[config.mk]
export PLATFORM = sky130hd
export DESIGN_NAME = sw_seq_feeder_flat
export DESIGN_NICKNAME = d
export VERILOG_FILES = /design/src/rtl/sw_pkg.sv /design/src/rtl/sw_seq_feeder_if.sv /design/src/rtl/sw_base_buf.sv /design/src/rtl/sw_seq_feeder.sv /design/src/flat_wrapper.sv
export SDC_FILE = /design/constraint.sdc
export NUM_CORES = 1
export LEC_CHECK = 0
export ABC_AREA = 0
export CAP_MARGIN = 5
export CORE_ASPECT_RATIO = 0.8
export CORE_MARGIN = 4
export CORE_UTILIZATION = 25
export CTS_CLUSTER_SIZE = 40
export DETAILED_ROUTE_END_ITERATION = 7
export PLACE_DENSITY = 0.41
export SYNTH_ARGS = -nofsm -noshare
export SYNTH_HDL_FRONTEND = slang
export SYNTH_HIERARCHICAL = 1
export SYNTH_SLANG_ARGS = --single-unit
[constraint.sdc]
create_clock -name clk -period 2.8 [get_ports clk]
set_clock_uncertainty 0.15 [all_clocks]
set_input_delay 0.56 -clock clk [delete_from_list [all_inputs] [get_ports clk]]
set_output_delay 0.56 -clock clk [all_outputs]
set_load 0.1 [all_outputs]
[src/rtl/sw_pkg.sv]
// Shared definitions for the Smith-Waterman host feeder: base encoding, default core
// widths and the feeder state type.
package sw_pkg;

   localparam logic [1:0] BASE_A = 2'd0;
   localparam logic [1:0] BASE_C = 2'd1;
   localparam logic [1:0] BASE_G = 2'd2;
   localparam logic [1:0] BASE_T = 2'd3;

   localparam int unsigned SW_WIDTH_SCORE     = 8;
   localparam int unsigned SW_WIDTH_POS_REF   = 7;
   localparam int unsigned SW_WIDTH_POS_QUERY = 6;

   typedef enum logic [1:0] {
      StIdle,
      StStream,
      StWait,
      StDone
   } feeder_state_e;

endpackage

[src/rtl/sw_seq_feeder_if.sv]
// Host/core-facing bundle of the sequence feeder. timeout_err exists only when
// SW_FEEDER_TIMEOUT_EN is defined.
interface sw_seq_feeder_if
   import sw_pkg::*;
#(
   parameter int unsigned WIDTH_SCORE     = SW_WIDTH_SCORE,
   parameter int unsigned WIDTH_POS_REF   = SW_WIDTH_POS_REF,
   parameter int unsigned WIDTH_POS_QUERY = SW_WIDTH_POS_QUERY
) ();

   logic                       wr_en;
   logic                       wr_sel;
   logic [WIDTH_POS_REF-1:0]   wr_addr;
   logic [1:0]                 wr_data;
   logic                       start;
   logic                       busy;
   logic                       sw_valid;
   logic [1:0]                 sw_data_ref;
   logic [1:0]                 sw_data_query;
   logic                       sw_finish;
   logic [WIDTH_SCORE-1:0]     sw_max;
   logic [WIDTH_POS_REF-1:0]   sw_pos_ref;
   logic [WIDTH_POS_QUERY-1:0] sw_pos_query;
   logic                       done;
   logic [WIDTH_SCORE-1:0]     res_max;
   logic [WIDTH_POS_REF-1:0]   res_pos_ref;
   logic [WIDTH_POS_QUERY-1:0] res_pos_query;
`ifdef SW_FEEDER_TIMEOUT_EN
   logic                       timeout_err;
`endif

   // Host and SW core model side.
   modport master (
      output wr_en, wr_sel, wr_addr, wr_data, start, sw_finish, sw_max, sw_pos_ref, sw_pos_query,
      input  busy, sw_valid, sw_data_ref, sw_data_query, done, res_max, res_pos_ref, res_pos_query
`ifdef SW_FEEDER_TIMEOUT_EN
      , timeout_err
`endif
   );

   // Feeder side.
   modport slave (
      input  wr_en, wr_sel, wr_addr, wr_data, start, sw_finish, sw_max, sw_pos_ref, sw_pos_query,
      output busy, sw_valid, sw_data_ref, sw_data_query, done, res_max, res_pos_ref, res_pos_query
`ifdef SW_FEEDER_TIMEOUT_EN
      , timeout_err
`endif
   );

endinterface

[src/rtl/sw_base_buf.sv]
// 2-bit base register file: one synchronous write port, one combinational read port.
// Storage has no reset; out-of-range reads return BASE_A.
module sw_base_buf
   import sw_pkg::*;
#(
   parameter int unsigned Depth = 64,
   parameter int unsigned AddrW = 7
) (
   input  logic             clk_i,
   input  logic             we_i,
   input  logic [AddrW-1:0] waddr_i,
   input  logic [1:0]       wdata_i,
   input  logic [AddrW-1:0] raddr_i,
   output logic [1:0]       rdata_o
);

   localparam int unsigned IdxW = (Depth > 1) ? $clog2(Depth) : 1;

   logic [1:0] mem_q [Depth];

   always_ff @(posedge clk_i) begin
      if (we_i && (32'(waddr_i) < Depth)) begin
         mem_q[waddr_i[IdxW-1:0]] <= wdata_i;
      end
   end

   assign rdata_o = (32'(raddr_i) < Depth) ? mem_q[raddr_i[IdxW-1:0]] : BASE_A;

endmodule

[src/rtl/sw_seq_feeder.sv]
// Host-side transmitter for the SW scoring core: buffers ref/query bases, streams them, latches
// the result. Define SW_FEEDER_TIMEOUT_EN to add the finish watchdog and timeout_err.
module sw_seq_feeder
   import sw_pkg::*;
#(
   parameter int unsigned WIDTH_SCORE     = SW_WIDTH_SCORE,
   parameter int unsigned WIDTH_POS_REF   = SW_WIDTH_POS_REF,
   parameter int unsigned WIDTH_POS_QUERY = SW_WIDTH_POS_QUERY,
   parameter int unsigned REF_LEN         = 64,
   parameter int unsigned QUERY_LEN       = 48
`ifdef SW_FEEDER_TIMEOUT_EN
   ,
   parameter int unsigned TIMEOUT_CYCLES  = 1024
`endif
) (
   input logic            clk,
   input logic            reset,
   sw_seq_feeder_if.slave bus
);

   // One extra bit so the counter can reach REF_LEN == 2^WIDTH_POS_REF.
   localparam int unsigned KW = WIDTH_POS_REF + 1;

   feeder_state_e              state_q;
   logic [KW-1:0]              k_q;
   logic                       busy_q;
   logic                       valid_q;
   logic                       done_q;
   logic [1:0]                 data_ref_q;
   logic [1:0]                 data_query_q;
   logic [WIDTH_SCORE-1:0]     res_max_q;
   logic [WIDTH_POS_REF-1:0]   res_pos_ref_q;
   logic [WIDTH_POS_QUERY-1:0] res_pos_query_q;

   logic                     wr_ref;
   logic                     wr_query;
   logic [WIDTH_POS_REF-1:0] rd_idx;
   logic [1:0]               ref_rd;
   logic [1:0]               query_rd;
   logic [1:0]               ref_beat;
   logic [1:0]               query_beat;

`ifdef SW_FEEDER_TIMEOUT_EN
   localparam int unsigned WdW = (TIMEOUT_CYCLES > 1) ? $clog2(TIMEOUT_CYCLES) : 1;
   logic [WdW-1:0] wd_q;
   logic           timeout_err_q;
`endif

   // k_q is zero in IDLE, so the first beat reads index 0; a same-cycle write is forwarded.
   always_comb begin
      wr_ref   = (state_q == StIdle) && bus.wr_en && !bus.wr_sel &&
                 (32'(bus.wr_addr) < REF_LEN);
      wr_query = (state_q == StIdle) && bus.wr_en && bus.wr_sel &&
                 (32'(bus.wr_addr) < QUERY_LEN);
      rd_idx   = k_q[WIDTH_POS_REF-1:0];
      ref_beat = (wr_ref && (bus.wr_addr == rd_idx)) ? bus.wr_data : ref_rd;
      query_beat = 2'b00;
      if (32'(k_q) < QUERY_LEN) begin
         query_beat = (wr_query && (bus.wr_addr == rd_idx)) ? bus.wr_data : query_rd;
      end
   end

   sw_base_buf #(
      .Depth(REF_LEN),
      .AddrW(WIDTH_POS_REF)
   ) u_ref_buf (
      .clk_i  (clk),
      .we_i   (wr_ref),
      .waddr_i(bus.wr_addr),
      .wdata_i(bus.wr_data),
      .raddr_i(rd_idx),
      .rdata_o(ref_rd)
   );

   sw_base_buf #(
      .Depth(QUERY_LEN),
      .AddrW(WIDTH_POS_QUERY)
   ) u_query_buf (
      .clk_i  (clk),
      .we_i   (wr_query),
      .waddr_i(bus.wr_addr[WIDTH_POS_QUERY-1:0]),
      .wdata_i(bus.wr_data),
      .raddr_i(rd_idx[WIDTH_POS_QUERY-1:0]),
      .rdata_o(query_rd)
   );

   always_ff @(posedge clk) begin
      if (!reset) begin
         state_q         <= StIdle;
         k_q             <= '0;
         busy_q          <= 1'b0;
         valid_q         <= 1'b0;
         done_q          <= 1'b0;
         data_ref_q      <= 2'b00;
         data_query_q    <= 2'b00;
         res_max_q       <= '0;
         res_pos_ref_q   <= '0;
         res_pos_query_q <= '0;
`ifdef SW_FEEDER_TIMEOUT_EN
         wd_q            <= '0;
         timeout_err_q   <= 1'b0;
`endif
      end else begin
         unique case (state_q)
            StIdle: begin
               if (bus.start) begin
                  state_q      <= StStream;
                  busy_q       <= 1'b1;
                  valid_q      <= 1'b1;
                  data_ref_q   <= ref_beat;
                  data_query_q <= query_beat;
                  k_q          <= KW'(1);
`ifdef SW_FEEDER_TIMEOUT_EN
                  timeout_err_q <= 1'b0;
`endif
               end
            end
            StStream: begin
               if (32'(k_q) == REF_LEN) begin
                  state_q      <= StWait;
                  valid_q      <= 1'b0;
                  data_ref_q   <= 2'b00;
                  data_query_q <= 2'b00;
                  k_q          <= '0;
`ifdef SW_FEEDER_TIMEOUT_EN
                  wd_q         <= '0;
`endif
               end else begin
                  valid_q      <= 1'b1;
                  data_ref_q   <= ref_beat;
                  data_query_q <= query_beat;
                  k_q          <= k_q + KW'(1);
               end
            end
            StWait: begin
               if (bus.sw_finish) begin
                  res_max_q       <= bus.sw_max;
                  res_pos_ref_q   <= bus.sw_pos_ref;
                  res_pos_query_q <= bus.sw_pos_query;
                  state_q         <= StDone;
                  done_q          <= 1'b1;
                  busy_q          <= 1'b0;
               end
`ifdef SW_FEEDER_TIMEOUT_EN
               else if (32'(wd_q) == TIMEOUT_CYCLES - 1) begin
                  state_q       <= StDone;
                  done_q        <= 1'b1;
                  busy_q        <= 1'b0;
                  timeout_err_q <= 1'b1;
               end else begin
                  wd_q <= wd_q + WdW'(1);
               end
`endif
            end
            StDone: begin
               done_q  <= 1'b0;
               state_q <= StIdle;
            end
            default: state_q <= StIdle;
         endcase
      end
   end

   assign bus.busy          = busy_q;
   assign bus.sw_valid      = valid_q;
   assign bus.sw_data_ref   = data_ref_q;
   assign bus.sw_data_query = data_query_q;
   assign bus.done          = done_q;
   assign bus.res_max       = res_max_q;
   assign bus.res_pos_ref   = res_pos_ref_q;
   assign bus.res_pos_query = res_pos_query_q;
`ifdef SW_FEEDER_TIMEOUT_EN
   assign bus.timeout_err   = timeout_err_q;
`endif

endmodule

[src/flat_wrapper.sv]
// flat-port wrapper written by rule: the top's interface ports become plain ports
module sw_seq_feeder_flat import sw_pkg::*;
#(
   parameter int unsigned WIDTH_SCORE     = SW_WIDTH_SCORE,
   parameter int unsigned WIDTH_POS_REF   = SW_WIDTH_POS_REF,
   parameter int unsigned WIDTH_POS_QUERY = SW_WIDTH_POS_QUERY,
   parameter int unsigned REF_LEN         = 64,
   parameter int unsigned QUERY_LEN       = 48

)
  (clk, reset, bus_wr_en, bus_wr_sel, bus_wr_addr, bus_wr_data, bus_start, bus_sw_finish, bus_sw_max, bus_sw_pos_ref, bus_sw_pos_query, bus_busy, bus_sw_valid, bus_sw_data_ref, bus_sw_data_query, bus_done, bus_res_max, bus_res_pos_ref, bus_res_pos_query);
  sw_seq_feeder_if #(.WIDTH_SCORE(WIDTH_SCORE), .WIDTH_POS_REF(WIDTH_POS_REF), .WIDTH_POS_QUERY(WIDTH_POS_QUERY)) bus_i ();
  input logic clk;
  input logic reset;
  input wire logic [$bits(bus_i.wr_en)-1:0] bus_wr_en;
  input wire logic [$bits(bus_i.wr_sel)-1:0] bus_wr_sel;
  input wire logic [$bits(bus_i.wr_addr)-1:0] bus_wr_addr;
  input wire logic [$bits(bus_i.wr_data)-1:0] bus_wr_data;
  input wire logic [$bits(bus_i.start)-1:0] bus_start;
  input wire logic [$bits(bus_i.sw_finish)-1:0] bus_sw_finish;
  input wire logic [$bits(bus_i.sw_max)-1:0] bus_sw_max;
  input wire logic [$bits(bus_i.sw_pos_ref)-1:0] bus_sw_pos_ref;
  input wire logic [$bits(bus_i.sw_pos_query)-1:0] bus_sw_pos_query;
  output wire logic [$bits(bus_i.busy)-1:0] bus_busy;
  output wire logic [$bits(bus_i.sw_valid)-1:0] bus_sw_valid;
  output wire logic [$bits(bus_i.sw_data_ref)-1:0] bus_sw_data_ref;
  output wire logic [$bits(bus_i.sw_data_query)-1:0] bus_sw_data_query;
  output wire logic [$bits(bus_i.done)-1:0] bus_done;
  output wire logic [$bits(bus_i.res_max)-1:0] bus_res_max;
  output wire logic [$bits(bus_i.res_pos_ref)-1:0] bus_res_pos_ref;
  output wire logic [$bits(bus_i.res_pos_query)-1:0] bus_res_pos_query;
  assign bus_i.wr_en = bus_wr_en;
  assign bus_i.wr_sel = bus_wr_sel;
  assign bus_i.wr_addr = bus_wr_addr;
  assign bus_i.wr_data = bus_wr_data;
  assign bus_i.start = bus_start;
  assign bus_i.sw_finish = bus_sw_finish;
  assign bus_i.sw_max = bus_sw_max;
  assign bus_i.sw_pos_ref = bus_sw_pos_ref;
  assign bus_i.sw_pos_query = bus_sw_pos_query;
  assign bus_busy = bus_i.busy;
  assign bus_sw_valid = bus_i.sw_valid;
  assign bus_sw_data_ref = bus_i.sw_data_ref;
  assign bus_sw_data_query = bus_i.sw_data_query;
  assign bus_done = bus_i.done;
  assign bus_res_max = bus_i.res_max;
  assign bus_res_pos_ref = bus_i.res_pos_ref;
  assign bus_res_pos_query = bus_i.res_pos_query;
  sw_seq_feeder #(.WIDTH_SCORE(WIDTH_SCORE), .WIDTH_POS_REF(WIDTH_POS_REF), .WIDTH_POS_QUERY(WIDTH_POS_QUERY), .REF_LEN(REF_LEN), .QUERY_LEN(QUERY_LEN)) u_core (.clk(clk), .reset(reset), .bus(bus_i));
endmodule
# Word-level counts from Yosys, hierarchy flattened
# Memories as Yosys holds them, arrays and structs flattened. A register that Yosys moved wholly into a read port is not among the register bits.
# Index checks and enable logic that the tools add are counted.
# totals
register_bits,38
latchBits,0
ramBits,224
rom_bits,0
in_bits,36
wordCells,79
mem_count,2
# memory_table
name,words,width,rd,rd_clocked_by_memory_dff,write_ports,line,text
u_core.u_ref_buf.mem_q,64,2,1,1,1,sw_base_buf.sv:19,logic [1:0] mem_q [Depth];
u_core.u_query_buf.mem_q,48,2,1,1,1,sw_base_buf.sv:19,
# op_classes
add_sub_neg,1
n_mul,0
div,0
order_cmp,6
n_eq_ne,8
shift,0
muxes,33
n_bitwise,0
n_reduce_logical,19
# ops
cell,n
two-way mux 2 bit,12
two-way mux 6 bit,4
two-way mux 8 bit,2
case mux 8 bit (2 select lines),1
"< comparator 7 bit, second input constant",2
"< comparator 6 bit, second input constant",2
logical AND 1 bit,9
"adder 8 x 1 -> 8 bit, second input constant",1
"equality test 8 x 7 -> 1 bit, second input constant",1
"< comparator 8 x 6 -> 1 bit, second input constant",1
two-way mux 1 bit,8
case mux 2 bit (2 select lines),2
case mux 2 bit (4 select lines),1
equality test 7 bit,1
"< comparator 7 x 6 -> 1 bit, second input constant",1
case mux 1 bit (2 select lines),3
AND reduction 2 bit,3
AND reduction 3 bit,2
nonzero test 2 bit,3
"equality test 2 bit, second input constant",2
"inequality test 2 bit, second input constant",2
"equality test 2 x 1 -> 1 bit, second input constant",1
logical NOT 2 bit,1
"inequality test 2 x 1 -> 1 bit, second input constant",1
logical NOT 1 bit,1

# Logic depth before layout (Yosys ltp)
# Gate-level depths: netlist of run 1.
# logic_depth
word_depth,9
mapped_depth,9
depth_no_buf,7

# Hierarchy
# Netlist of run 1, hierarchy kept.
# by_module_without_submodules
mod,n_inst,cells_per_inst,area_per_inst_um2,seq_area_each_um2
sw_base_buf at u_core.u_ref_buf,1,299,5318.9,3843.7
sw_base_buf at u_core.u_query_buf,1,242,4115.2,2882.8
sw_seq_feeder,1,203,1689.1,760.7

# Worst setup path after synthesis of run 1
# Ideal clock, no wire load.
# synth_path
path_kind,register -> register
start,reg u_core.state_q[0]
end,"mem u_core.u_query_buf.mem_q[40][0], enable pin"
arrival_ns,2.342
t_required_ns,2.341
slack_ns,-0.001
stages_incl_launch_ff,8
n_path_buf,0
cell_sequence,dfxtp_1 > inv_1 > ha_1 > nand2_1 > a2111oi_0 > a21boi_0 > nand2b_1 > nor2_1
# synth_via
elab_chain_cells,7
# synth_lines
element,line,text
start: declaration,sw_seq_feeder.sv:24,feeder_state_e state_q;
start signal: assignment,sw_seq_feeder.sv:89,state_q <= StIdle;
start signal: assignment,sw_seq_feeder.sv:107,state_q <= StStream;
start signal: assignment,sw_seq_feeder.sv:120,state_q <= StWait;
logical NOT 2 bit,sw_seq_feeder.sv:53,wr_query = (state_q == StIdle) && bus.wr_en && bus.wr_sel &&
logical AND 1 bit (3 in a row),sw_seq_feeder.sv:53,
net u_core.wr_query,sw_seq_feeder.sv:36,logic wr_query;
logical AND 1 bit,sw_base_buf.sv:22,if (we_i && (32'(waddr_i) < Depth)) begin
two-way mux 1 bit,sw_base_buf.sv:22,
two-way mux 1 bit (not written as such),sw_base_buf.sv:23,mem_q[waddr_i[IdxW-1:0]] <= wdata_i;
end: declaration,sw_base_buf.sv:19,
# The timed path passes the listed nets, and every way through them passes these cells.

# Worst setup path after layout of run 1
# layout_path
start,reg u_core.state_q[0]
end,"mem u_core.u_ref_buf.mem_q[62][1], enable pin"
# layout_via
elab_chain_cells,7
# layout_lines
element,line,text
logical NOT 2 bit,sw_seq_feeder.sv:51,wr_ref = (state_q == StIdle) && bus.wr_en && !bus.wr_sel &&
logical AND 1 bit (3 in a row),sw_seq_feeder.sv:51,
net u_core.wr_ref,sw_seq_feeder.sv:35,logic wr_ref;
logical AND 1 bit,sw_base_buf.sv:22,
two-way mux 1 bit,sw_base_buf.sv:22,
two-way mux 1 bit (not written as such),sw_base_buf.sv:23,
end: declaration,sw_base_buf.sv:19,
# The timed path passes the listed nets, and every way through them passes these cells.

==> key figures, run 1 <==
Outcome
  • Status: completed

Floorplan
  • Core area: 43560 µm²
  • # IOs: 64
  • Chip Width: 243.8 µm
  • Initial Util: 25.53%
  • FP Rows: 68
  • Die ar.: 47950 µm²
  • Die height: 196.7 µm

Synth
  • Seq/Total Area, Yosys: 67.31%
  • Syn Nets: 787
  • #FFs+latches synth: 262
  • Leading area contributor after synthesis: edfxtp_1
  • Cell Area, Synth: 11120 µm²
  • Top-count cell post-synth: edfxtp_1
  • Mapped Avg Cell Area: 14.95 µm²
  • Top cells by area, synth: edfxtp_1 60%, mux4_2 8.5%, dfxtp_1 6.8%
  • Area share of the largest cell type after synthesis: 60.47%
  • Number of flops mapped to enable cells by yosys: 224
  • Post-synthesis cell type count: 51
  • Cell count after synthesis: 744
  • Synth warnings: 6
  • Ys async rst share: 0%
  • Commonest cells post-synth: 224 x edfxtp_1, 127 x nor2_1, 67 x nand2_1, 42 x mux4_2, 38 x dfxtp_1
  • Synth Flop Type: edfxtp_1

STA
  • Final hold slack: 0.2763 ns
  • Final hold viol count: 0
  • RSZ-0062 raised after global routing: true
  • Setup slack after layout: 0.1705 ns
  • Fin crit period: 2.629 ns
  • Slew margin rel.: 48.87%
  • Setup violators final: 0
  • Slew Viols, Final: 0
  • Period utilization: 93.91%
  • Worst slew pin tran: 0.7651 ns
  • Fmax: 380.3 MHz

Worst setup path
  • Worst Reg-to-Reg Cells: 9
  • Most frequent CP cell: buf_4
  • R2R setup slack: 0.17 ns
  • Critical Path Source Type: register
  • CP top delay family: simple AND/OR/NAND/NOR gates
  • Worst R2R End: u_core/u_ref_buf/mem_q[62][1]
  • CP endpoint kind: register
  • Max stage delay on crit path: 0.33 ns
  • Critical-path top delay cell: dfxtp_1
  • Crit-path max FO: 4
  • Critical path buffer and inverter count: 3
  • Data required time of the worst path: 2.89 ns
  • Critical path class: register to register
  • Reg2reg start: u_core/state_q[0]
  • Crit path cell chain: inv_1 > ha_1 > nand2_1 > nor3_1 > nor3b_1 > buf_4 > nand3_1 > buf_4 > nor2_1
  • Crit path DAT: 2.72 ns
  • Logic depth of the worst setup path including buffers: 9

Hold path
  • Hold Path Origin: bus_wr_data[1]
  • Worst min path class: primary input to register
  • Hold Crit Depth: 1
  • Hold worst-path end: u_core/u_query_buf/mem_q[29][1]

Drt
  • Vias post-DR: 6694
  • Initial drt markers: 487
  • Post-DRT Antenna Nets: 0
  • Post-Route WL: 29320 µm
  • Drt drc: 0
  • Routed WL per cell: 19.82 µm
  • Vias per cell: 4.526
  • 1st-pass router iterations: 4

Placed design
  • Placed cell areas: 12830 µm²
  • Post-DP HPWL: 19790 µm
  • Gp weighted congestion: 0.7185
  • # port buffers: 63
  • Dpl ws: -0.1719 ns

Pwr
  • Leak Pwr: 4.353 nW
  • Power per Cell Area: 765.1 nW/µm²
  • VDD IR-drop max: 455.2 µV

CTS
  • Postcts setup bufs: 0
  • Htree depth: 1
  • Clock Sink Count: 262
  • Hold-fix buffers, CTS: 0
  • Post-cts sizing count: 0
  • Clock latency on the worst-skew pair: 0.56 ns
  • CTS tree: done
  • Number of CTS-inserted buffers: 28
  • Worst-path clk slew: 0.06 ns
  • CTS Buffer Depth: 3
  • CTS root buffer: clkbuf_16

Flow run
  • Max-cap viol count: 0

Final layout
  • Design Area, Final: 13760 µm²
  • Area Overhead vs Synth: 23.75%
  • Final net count: 905
  • Fill count: 4389
  • Diodes inserted: 0
  • Share of layout cells above drive strength 1: 21.61%

Global route
  • Initial antenna violation count: 0
  • Overflow after GRT: 0
  • Vias in the first global route: 6764
  • First-pass GRT wire length: 44640 µm
  • Total GRT Usage: 12.06%
  • Pin count of the biggest net entering global routing: 60
[cell usage in the layout (no fill, tap or decap), types with 5 or more instances in the layout]
master and instances:
mux4_1 10, a21oi_1 24, inv_1 8, dfxtp_1 35
mux2i_1 27, nand2_1 67, nor2_1 127, edfxtp_1 224
a31oi_1 5, nor2b_1 10, ha_1 7, buf_4 76
buf_12 12, mux2_2 9, xor2_1 13, clkdlybuf4s50_1 33
nand3b_1 10, or3b_2 5, clkbuf_16 29, mux4_2 42
clkinv_1 10, nand2b_1 14, a211oi_1 5, nand3_1 9
o21ai_1 8
[metrics by stage]
| stage | instances | power, mW | TNS [ns] | utilization [%] |
|---|---|---|---|---|
| 4_1_cts | 1479 | 10.69 | 0 | 31.58 |
| 6_report | 1479 | 10.53 | 0 | 31.60 |
| 3_3_place_gp | 1427 | 6.876 | -5.529 | 29.45 |
| 5_1_grt | 1479 | 11.01 | -0.6005 | 31.60 |
| 3_5_place_dp | 1427 | 6.869 | -9.261 | 29.45 |
| 2_1_floorplan | 744 | 6.131 | 0 | - |
[how the worst max path moves through the flow]
stage	startpoint	end
floorplan	u_core/state_q[0]	u_core/u_query_buf/mem_q[40][0]
global route	u_core/state_q[0]	u_core/u_query_buf/mem_q[47][0]
detailed placement	bus_wr_en	u_core/u_ref_buf/mem_q[62][0]
CTS	u_core/k_q[0]	u_core/bus.sw_data_ref[1]
finish	u_core/state_q[0]	u_core/u_ref_buf/mem_q[62][1]
global placement	bus_wr_en	u_core/u_ref_buf/mem_q[62][0]
[flip-flops by register name, indices dropped and copies added, names as in the netlist, 2 cells and up]
name	count
u_core/bus.res_pos_query	6
u_core/u_query_buf/mem_q	96
u_core/state_q	2
u_core/u_ref_buf/mem_q	128
u_core/bus.res_pos_ref	7
u_core/bus.sw_data_ref	2
u_core/bus.res_max	8
u_core/k_q	8
u_core/bus.sw_data_query	2
[worst register-to-register path, cell delays in order, from the launching register on]
cell and delay, ns:
dfxtp_1 0.33, inv_1 0.12, ha_1 0.25, nand2_1 0.18, nor3_1 0.33, nor3b_1 0.23
buf_4 0.16, nand3_1 0.17, buf_4 0.21, nor2_1 0.21
[area by class of cell]
type / instances / area (µm²) / area share [%]
Clock inverter: 20 / 193.9 / 1.409
Sequential cell: 262 / 7493 / 54.44
Multi-Input combinational cell: 440 / 3421 / 24.85
Clock buffer: 32 / 737.0 / 5.354
Tap cell: 595 / 744.5 / 5.409
Timing Repair Buffer: 121 / 1141 / 8.290
Inverter: 9 / 33.78 / 0.2454
[power breakdown]
part           leakage [nW]  switching (mW)  total (mW)  internal (mW)
Clock                 0.446            1.53        3.78           2.24
Combinational          1.58            1.38        2.31          0.933
Sequential             2.32           0.117        4.44           4.32
Total                  4.35            3.03        10.5           7.50
[cell families after synthesis]
logic type                 synth area share (%)
and+or+nand+nor                           10.99
AOI/OAI and AO/OA                         3.690
xor gates and xnor gates                  1.024
adders and majority gates                0.7874
buffers and inverters                     1.991
DFF                                       67.31
muxes                                     14.21
[layer usage]
| metal | track usage (%) | part of all wire [%] | vias to the layer above |
|---|---|---|---|
| met3 | 2.326 | 4.4 | 36 |
| met5 | 0 | 0 | - |
| li1 | - | - | 3082 |
| met1 | 19.23 | 53 | 3445 |
| met4 | 2.316 | 1.5 | 0 |
| met2 | 17.00 | 41 | 131 |
Power figures use the tool's default switching activity.
==> inputs of run 2 (changes only) <==
Settings changed: CAP_MARGIN 5 to 10.
==> results of run 2 <==
No change in the layout: final DEF, timing and power equal those of run 1.
